[config.mk]
export PLATFORM = sky130hd
export DESIGN_NAME = mem_arbiter_flat
export DESIGN_NICKNAME = d
export VERILOG_FILES = /design/src/rtl/cpu_pkg.sv /design/src/rtl/mem_arbiter_if.sv /design/src/rtl/mem_arbiter.sv /design/src/flat_wrapper.sv
export SDC_FILE = /design/constraint.sdc
export NUM_CORES = 1
export LEC_CHECK = 0
export CAP_MARGIN = 0
export CELL_PAD_IN_SITES_DETAIL_PLACEMENT = 1
export CELL_PAD_IN_SITES_GLOBAL_PLACEMENT = 1
export CORE_ASPECT_RATIO = 0.5
export CORE_MARGIN = 1.5
export CORE_UTILIZATION = 31
export DETAILED_ROUTE_END_ITERATION = 8
export GPL_TIMING_DRIVEN = 1
export PLACE_DENSITY = 0.9
export REMOVE_ABC_BUFFERS = 1
export SLEW_MARGIN = 40
export SYNTH_ARGS = -nofsm -noshare
export SYNTH_HDL_FRONTEND = slang
export SYNTH_SLANG_ARGS = --single-unit
[constraint.sdc]
create_clock -name clk -period 2.1 [get_ports clk]
set_input_delay 0.315 -clock clk [delete_from_list [all_inputs] [get_ports clk]]
set_output_delay 0.315 -clock clk [all_outputs]
set_load 0.01 [all_outputs]
[src/rtl/cpu_pkg.sv]
// Types and defaults shared by the memory arbiter and the datapath.
package cpu_pkg;

    localparam int DEF_ADDR_W = 16;
    localparam int DEF_DATA_W = 16;

    typedef enum logic [2:0] {
        IDLE   = 3'd0,
        ISSUE  = 3'd1,
        WAIT   = 3'd2,
        ACK    = 3'd3,
        HALTED = 3'd4
    } arb_state_t;

    typedef enum logic {
        OWN_IF = 1'b0,
        OWN_D  = 1'b1
    } owner_t;

    function automatic logic is_busy(arb_state_t s);
        return (s == ISSUE) || (s == WAIT) || (s == ACK);
    endfunction

endpackage

[src/rtl/mem_arbiter_if.sv]
// Requester, memory and status signals around the unified-memory arbiter.
interface mem_arbiter_if #(
    parameter int ADDR_W = 16,
    parameter int DATA_W = 16
);
    logic              if_req;
    logic [ADDR_W-1:0] if_addr;
    logic [DATA_W-1:0] if_rdata;
    logic              if_ack;
    logic              d_req;
    logic              d_we;
    logic [ADDR_W-1:0] d_addr;
    logic [DATA_W-1:0] d_wdata;
    logic [DATA_W-1:0] d_rdata;
    logic              d_ack;
    logic              halt_req;
    logic              mem_en;
    logic              mem_we;
    logic [ADDR_W-1:0] mem_addr;
    logic [DATA_W-1:0] mem_wdata;
    logic [DATA_W-1:0] mem_rdata;
    logic              mem_valid;
    logic              busy;
    logic              halted;
    logic              err;

    modport slave (
        input  if_req, if_addr, d_req, d_we, d_addr, d_wdata, halt_req,
               mem_rdata, mem_valid,
        output if_rdata, if_ack, d_rdata, d_ack, mem_en, mem_we, mem_addr,
               mem_wdata, busy, halted, err
    );

    modport master (
        output if_req, if_addr, d_req, d_we, d_addr, d_wdata, halt_req,
               mem_rdata, mem_valid,
        input  if_rdata, if_ack, d_rdata, d_ack, mem_en, mem_we, mem_addr,
               mem_wdata, busy, halted, err
    );
endinterface

[src/rtl/mem_arbiter.sv]
// Arbitrates the single-ported memory between fetch and data, with timeout and halt.
//   state  | meaning
//   IDLE   | arbitrate requests, or enter HALTED when halt_req is high
//   ISSUE  | mem_en strobe for the latched owner
//   WAIT   | wait for mem_valid, abort after TIMEOUT+1 cycles
//   ACK    | one-cycle ack to the owner
//   HALTED | memory quiesced, left only through reset
module mem_arbiter
    import cpu_pkg::*;
#(
    parameter int ADDR_W  = DEF_ADDR_W,
    parameter int DATA_W  = DEF_DATA_W,
    parameter int MAX_D   = 4,
    parameter int TIMEOUT = 255
) (
    input  logic         clk,
    input  logic         rst_n,
    mem_arbiter_if.slave bus
);

    localparam int                DCNT_W   = $clog2(MAX_D + 1);
    localparam logic [DCNT_W-1:0] DCNT_MAX = DCNT_W'(MAX_D);
    localparam logic [7:0]        TCNT_MAX = 8'(TIMEOUT);

    arb_state_t        state_q, state_d;
    owner_t            owner_q, owner_d;
    logic [DCNT_W-1:0] dcnt_q, dcnt_d;
    logic [7:0]        tcnt_q, tcnt_d;
    logic              mem_en_q, mem_en_d;
    logic              mem_we_q, mem_we_d;
    logic [ADDR_W-1:0] mem_addr_q, mem_addr_d;
    logic [DATA_W-1:0] mem_wdata_q, mem_wdata_d;
    logic [DATA_W-1:0] if_rdata_q, if_rdata_d;
    logic [DATA_W-1:0] d_rdata_q, d_rdata_d;
    logic              if_ack_q, if_ack_d;
    logic              d_ack_q, d_ack_d;
    logic              err_q, err_d;
    logic              busy_q, busy_d;
    logic              halted_q, halted_d;
    logic              grant_d;

    // Data wins unless fetch has already watched MAX_D data grants go by.
    assign grant_d = bus.d_req && !(bus.if_req && (dcnt_q == DCNT_MAX));

    always_comb begin
        state_d     = state_q;
        owner_d     = owner_q;
        dcnt_d      = dcnt_q;
        tcnt_d      = tcnt_q;
        mem_en_d    = 1'b0;
        mem_we_d    = 1'b0;
        mem_addr_d  = mem_addr_q;
        mem_wdata_d = mem_wdata_q;
        if_rdata_d  = if_rdata_q;
        d_rdata_d   = d_rdata_q;
        if_ack_d    = 1'b0;
        d_ack_d     = 1'b0;
        err_d       = err_q;

        case (state_q)
            IDLE: begin
                if (bus.halt_req) begin
                    state_d = HALTED;
                end else if (bus.if_req || bus.d_req) begin
                    state_d  = ISSUE;
                    mem_en_d = 1'b1;
                    if (grant_d) begin
                        owner_d     = OWN_D;
                        mem_we_d    = bus.d_we;
                        mem_addr_d  = bus.d_addr;
                        mem_wdata_d = bus.d_wdata;
                        if (!bus.if_req)
                            dcnt_d = '0;
                        else if (dcnt_q != DCNT_MAX)
                            dcnt_d = dcnt_q + 1'b1;
                    end else begin
                        owner_d     = OWN_IF;
                        mem_addr_d  = bus.if_addr;
                        mem_wdata_d = '0;
                        dcnt_d      = '0;
                    end
                end
            end
            ISSUE: begin
                state_d = WAIT;
                tcnt_d  = '0;
            end
            WAIT: begin
                if (bus.mem_valid || (tcnt_q == TCNT_MAX)) begin
                    state_d = ACK;
                    tcnt_d  = '0;
                    if (owner_q == OWN_D) begin
                        d_ack_d   = 1'b1;
                        d_rdata_d = bus.mem_valid ? bus.mem_rdata : '0;
                    end else begin
                        if_ack_d   = 1'b1;
                        if_rdata_d = bus.mem_valid ? bus.mem_rdata : '0;
                    end
                    if (!bus.mem_valid)
                        err_d = 1'b1;
                end else begin
                    tcnt_d = tcnt_q + 8'd1;
                end
            end
            ACK:     state_d = IDLE;
            HALTED:  state_d = HALTED;
            default: state_d = IDLE;
        endcase

        busy_d   = is_busy(state_d);
        halted_d = (state_d == HALTED);
    end

    always_ff @(posedge clk) begin
        if (!rst_n) begin
            state_q     <= IDLE;
            owner_q     <= OWN_IF;
            dcnt_q      <= '0;
            tcnt_q      <= '0;
            mem_en_q    <= 1'b0;
            mem_we_q    <= 1'b0;
            mem_addr_q  <= '0;
            mem_wdata_q <= '0;
            if_rdata_q  <= '0;
            d_rdata_q   <= '0;
            if_ack_q    <= 1'b0;
            d_ack_q     <= 1'b0;
            err_q       <= 1'b0;
            busy_q      <= 1'b0;
            halted_q    <= 1'b0;
        end else begin
            state_q     <= state_d;
            owner_q     <= owner_d;
            dcnt_q      <= dcnt_d;
            tcnt_q      <= tcnt_d;
            mem_en_q    <= mem_en_d;
            mem_we_q    <= mem_we_d;
            mem_addr_q  <= mem_addr_d;
            mem_wdata_q <= mem_wdata_d;
            if_rdata_q  <= if_rdata_d;
            d_rdata_q   <= d_rdata_d;
            if_ack_q    <= if_ack_d;
            d_ack_q     <= d_ack_d;
            err_q       <= err_d;
            busy_q      <= busy_d;
            halted_q    <= halted_d;
        end
    end

    assign bus.mem_en    = mem_en_q;
    assign bus.mem_we    = mem_we_q;
    assign bus.mem_addr  = mem_addr_q;
    assign bus.mem_wdata = mem_wdata_q;
    assign bus.if_rdata  = if_rdata_q;
    assign bus.d_rdata   = d_rdata_q;
    assign bus.if_ack    = if_ack_q;
    assign bus.d_ack     = d_ack_q;
    assign bus.err       = err_q;
    assign bus.busy      = busy_q;
    assign bus.halted    = halted_q;

endmodule

[src/flat_wrapper.sv]
// flat-port wrapper written by rule: the top's interface ports become plain ports
module mem_arbiter_flat import cpu_pkg::*;
#(
    parameter int ADDR_W  = DEF_ADDR_W,
    parameter int DATA_W  = DEF_DATA_W,
    parameter int MAX_D   = 4,
    parameter int TIMEOUT = 255
)
  (clk, rst_n, bus_if_req, bus_if_addr, bus_d_req, bus_d_we, bus_d_addr, bus_d_wdata, bus_halt_req, bus_mem_rdata, bus_mem_valid, bus_if_rdata, bus_if_ack, bus_d_rdata, bus_d_ack, bus_mem_en, bus_mem_we, bus_mem_addr, bus_mem_wdata, bus_busy, bus_halted, bus_err);
  mem_arbiter_if #(.ADDR_W(ADDR_W), .DATA_W(DATA_W)) bus_i ();
  input  logic clk;
  input  logic rst_n;
  input wire logic [$bits(bus_i.if_req)-1:0] bus_if_req;
  input wire logic [$bits(bus_i.if_addr)-1:0] bus_if_addr;
  input wire logic [$bits(bus_i.d_req)-1:0] bus_d_req;
  input wire logic [$bits(bus_i.d_we)-1:0] bus_d_we;
  input wire logic [$bits(bus_i.d_addr)-1:0] bus_d_addr;
  input wire logic [$bits(bus_i.d_wdata)-1:0] bus_d_wdata;
  input wire logic [$bits(bus_i.halt_req)-1:0] bus_halt_req;
  input wire logic [$bits(bus_i.mem_rdata)-1:0] bus_mem_rdata;
  input wire logic [$bits(bus_i.mem_valid)-1:0] bus_mem_valid;
  output wire logic [$bits(bus_i.if_rdata)-1:0] bus_if_rdata;
  output wire logic [$bits(bus_i.if_ack)-1:0] bus_if_ack;
  output wire logic [$bits(bus_i.d_rdata)-1:0] bus_d_rdata;
  output wire logic [$bits(bus_i.d_ack)-1:0] bus_d_ack;
  output wire logic [$bits(bus_i.mem_en)-1:0] bus_mem_en;
  output wire logic [$bits(bus_i.mem_we)-1:0] bus_mem_we;
  output wire logic [$bits(bus_i.mem_addr)-1:0] bus_mem_addr;
  output wire logic [$bits(bus_i.mem_wdata)-1:0] bus_mem_wdata;
  output wire logic [$bits(bus_i.busy)-1:0] bus_busy;
  output wire logic [$bits(bus_i.halted)-1:0] bus_halted;
  output wire logic [$bits(bus_i.err)-1:0] bus_err;
  assign bus_i.if_req = bus_if_req;
  assign bus_i.if_addr = bus_if_addr;
  assign bus_i.d_req = bus_d_req;
  assign bus_i.d_we = bus_d_we;
  assign bus_i.d_addr = bus_d_addr;
  assign bus_i.d_wdata = bus_d_wdata;
  assign bus_i.halt_req = bus_halt_req;
  assign bus_i.mem_rdata = bus_mem_rdata;
  assign bus_i.mem_valid = bus_mem_valid;
  assign bus_if_rdata = bus_i.if_rdata;
  assign bus_if_ack = bus_i.if_ack;
  assign bus_d_rdata = bus_i.d_rdata;
  assign bus_d_ack = bus_i.d_ack;
  assign bus_mem_en = bus_i.mem_en;
  assign bus_mem_we = bus_i.mem_we;
  assign bus_mem_addr = bus_i.mem_addr;
  assign bus_mem_wdata = bus_i.mem_wdata;
  assign bus_busy = bus_i.busy;
  assign bus_halted = bus_i.halted;
  assign bus_err = bus_i.err;
  mem_arbiter #(.ADDR_W(ADDR_W), .DATA_W(DATA_W), .MAX_D(MAX_D), .TIMEOUT(TIMEOUT)) u_core (.clk(clk), .rst_n(rst_n), .bus(bus_i));
endmodule
==> results.ini <==
[drt]
post_drt_wl_per_cell_um=19.6
drt_iter0_drc=220
drc=0
wirelength_mm=11.7
dr.pass1.iters=4
ant_nets=0
viasPerCell=5.23
dr_total_vias=3135

[power_and_ir_drop]
power_mw=4.06
power_density_nw_per_um2=789
clock_power_share=0.426
irDropWorstVdd_mv=0.426
seq_power_share=0.430
p_leak_nw=1.88
p_int_mw=3.08
p_sw_mw=0.982
p_sw_frac=0.242
p_comb_frac=0.144

[worst_setup_path]
cp-startpoint=u_core.tcnt_q[0]$_SDFFE_PN0P_
critical_path_class=register to register
critical-path-max-stage-delay_ps=420
path_cells=ha_1, nand3_1, o21bai_1, a21oi_2, a32o_1
worstPathMaxFanout=16
r2r_start=u_core.tcnt_q[0]$_SDFFE_PN0P_
crit_path_end_kind=register
worst-r2r-setup-slack_ps=130
cp-start-kind=register
critical_path_buf_inv_count=0
r2r-end=u_core.bus.d_rdata[3]$_SDFFE_PN0P_
crit_family=compound AO/OA/AOI/OAI gates
arrival_ps=2200
reg2reg_depth=5
required_ps=2330
crit_slowest_cell=o21bai_1

[timing]
timing.hold.ws_ps=467
layout_setup_ws_ps=134
relSlewSlack=0.464
finalHoldViolCount=0
finalSetupTns_ps=0
fin_worst_skew_ps=3.91
max_clock_freq_ghz=0.509
tightest_slew_ps=804
setup_viol=0
fin_crit_sh=0.936
fin_crit_ps=1970
rsz0062_at_grt=no
drv_slew=0

[floorplan]
start_util=0.317
die_w_um=147
die_h_um=75.0
core_um2=10100
ios=142
std_cell_rows=26
die_area_um2=11000

[layout]
antenna_cells=0
utilization=0.507
syn_to_final_growth_pct=60.1
final_cells=599
drive_above_1_share=0.0784
nNetsFinal=528
final_area_um2=5150
fillers=1098

[clocking]
post-cts-setup-buffers=0
clock_latency_ps=340
cts_resized=0
clock-sinks=86
cts_tree=yes
numCtsBuffers=9
clockBufferDepth=2
path_clk_slew_ps=60
ctsHoldBuffers=0
clock-root-buffer=clkbuf_16
htree_num_levels=3

[place]
io_buffers=141
gp_congestion=0.755
dpl.hpwl_mm=7.59
dp_cells=583
placed_area_um2=4820
pre_cts_slack_ps=27.7

[worst_hold_path]
whs_path_depth=1
holdCritStartpoint=u_core.bus.d_rdata[10]$_SDFFE_PN0P_
hp-class=register to register
whs_endpoint=u_core.bus.d_rdata[10]$_SDFFE_PN0P_

[synthesis]
synth.largest_area_cell=dfxtp_1
synth_edf_count=0
synth_ff_type=dfxtp_1
synth_top_area_share=0.535
synth_area_leaders=dfxtp_1 (54%), a32o_1 (10%), mux2i_1 (5.3%)
netlist_area_um2=3220
ys_types=43
synth_cells=314
seq_area_frac_synth=0.535
yosys_warnings=0
async_reset_ff_frac=0
synth.ff_latch_count=86
postSynthAreaPerCell_um2=10.2

[global_routing]
grt_pass1_vias=3349
antenna_found_initial=0
overflow=0
grt_usage=0.210
grt_pass1_wl_mm=17.8
grt_max_degree=36

[flow_run]
cap_viol_max_count=0

[run_status]
status=complete, no violations

## state kept, by name, indices dropped and copies added, names as in the netlist
name                  cells
u_core.bus.d_ack          1
u_core.bus.mem_we         1
u_core.bus.if_rdata      16
u_core.bus.d_rdata       16
u_core.bus.if_ack         1
u_core.bus.mem_wdata     16
u_core.owner_q            1
u_core.bus.halted         1
u_core.bus.mem_addr      16
u_core.bus.busy           1
u_core.dcnt_q             3
u_core.state_q            3
u_core.tcnt_q             8
u_core.bus.mem_en         1
u_core.bus.err            1
## power groups by stage
stage | logic, mW | registers, mW | clock network, mW
finish | 0.585 | 1.75 | 1.73
detailed placement | 0.569 | 1.78 | 0
CTS | 0.584 | 1.75 | 1.76
global placement | 0.549 | 1.78 | 0
global route | 0.623 | 1.75 | 1.84
floorplan | 0.176 | 1.80 | 0
## placed cells by master (no fill, tap or decap), types with 3 or more instances in the layout
cell type | synthesis | routed
clkdlybuf4s50_1 | 0 | 141
dfxtp_1 | 86 | 86
a32o_1 | 32 | 32
nor2_1 | 28 | 28
a21oi_1 | 26 | 26
o21ai_0 | 21 | 21
mux2i_1 | 17 | 17
a22oi_1 | 17 | 17
buf_4 | 0 | 10
nand2_1 | 9 | 9
clkbuf_16 | 0 | 9
nand3_1 | 6 | 6
inv_1 | 3 | 3
o21a_1 | 3 | 3
and2_1 | 3 | 3
nor4_1 | 3 | 3
ha_1 | 3 | 3
## cell families (layout without fill, tap and decap cells)
| kind of cell | count (synthesis) | in the layout | synth area share |
|---|---|---|---|
| AOI/OAI and AO/OA | 111 | 111 | 0.250 |
| DFF | 86 | 86 | 0.535 |
| and+or+nand+nor | 68 | 68 | 0.111 |
| buffers and inverters | 28 | 173 | 0.0358 |
| muxes | 17 | 17 | 0.0529 |
| adders and majority gates | 3 | 3 | 0.0117 |
| xor gates and xnor gates | 1 | 1 | 0.00272 |
## cells in the mapped netlist (6+ instances only)
cell       n
a22oi_1   17
nand2_1    9
clkbuf_1  16
a21oi_1   26
nand3_1    6
dfxtp_1   86
buf_2      8
a32o_1    32
mux2i_1   17
nor2_1    28
o21ai_0   21
## routing by layer
layer	wire, um	share of wire	GRT usage	vias up
met4	348	0.030	0.101	0
li1	-	-	-	1463
met1	4730	0.40	0.230	1565
met5	0	0	0	-
met2	6280	0.54	0.398	74
met3	366	0.031	0.0491	33
## worst max path at each step
stage                                                      end  slack [ps]  cells past startpoint
final                       u_core.bus.d_rdata[3]$_SDFFE_PN0P_         130                      5
after global routing       u_core.bus.d_rdata[11]$_SDFFE_PN0P_          20                      5
after CTS                  u_core.bus.if_rdata[3]$_SDFFE_PN0P_         100                      5
after detailed placement  u_core.bus.if_rdata[14]$_SDFFE_PN0P_          30                      5
after global placement     u_core.bus.if_rdata[5]$_SDFFE_PN0P_          50                      5
after floorplan             u_core.bus.d_rdata[0]$_SDFFE_PN0P_         430                      3
## area by class of cell
class | instances | area, um^2 | share of cell area
Clock buffer | 10 | 239 | 0.0464
Clock inverter | 6 | 85.1 | 0.0165
Inverter | 4 | 15.0 | 0.00292
Multi-Input combinational cell | 200 | 1390 | 0.269
Sequential cell | 86 | 1720 | 0.334
Tap cell | 140 | 175 | 0.0340
Timing Repair Buffer | 153 | 1530 | 0.296
(Power assumes the default switching activity.)
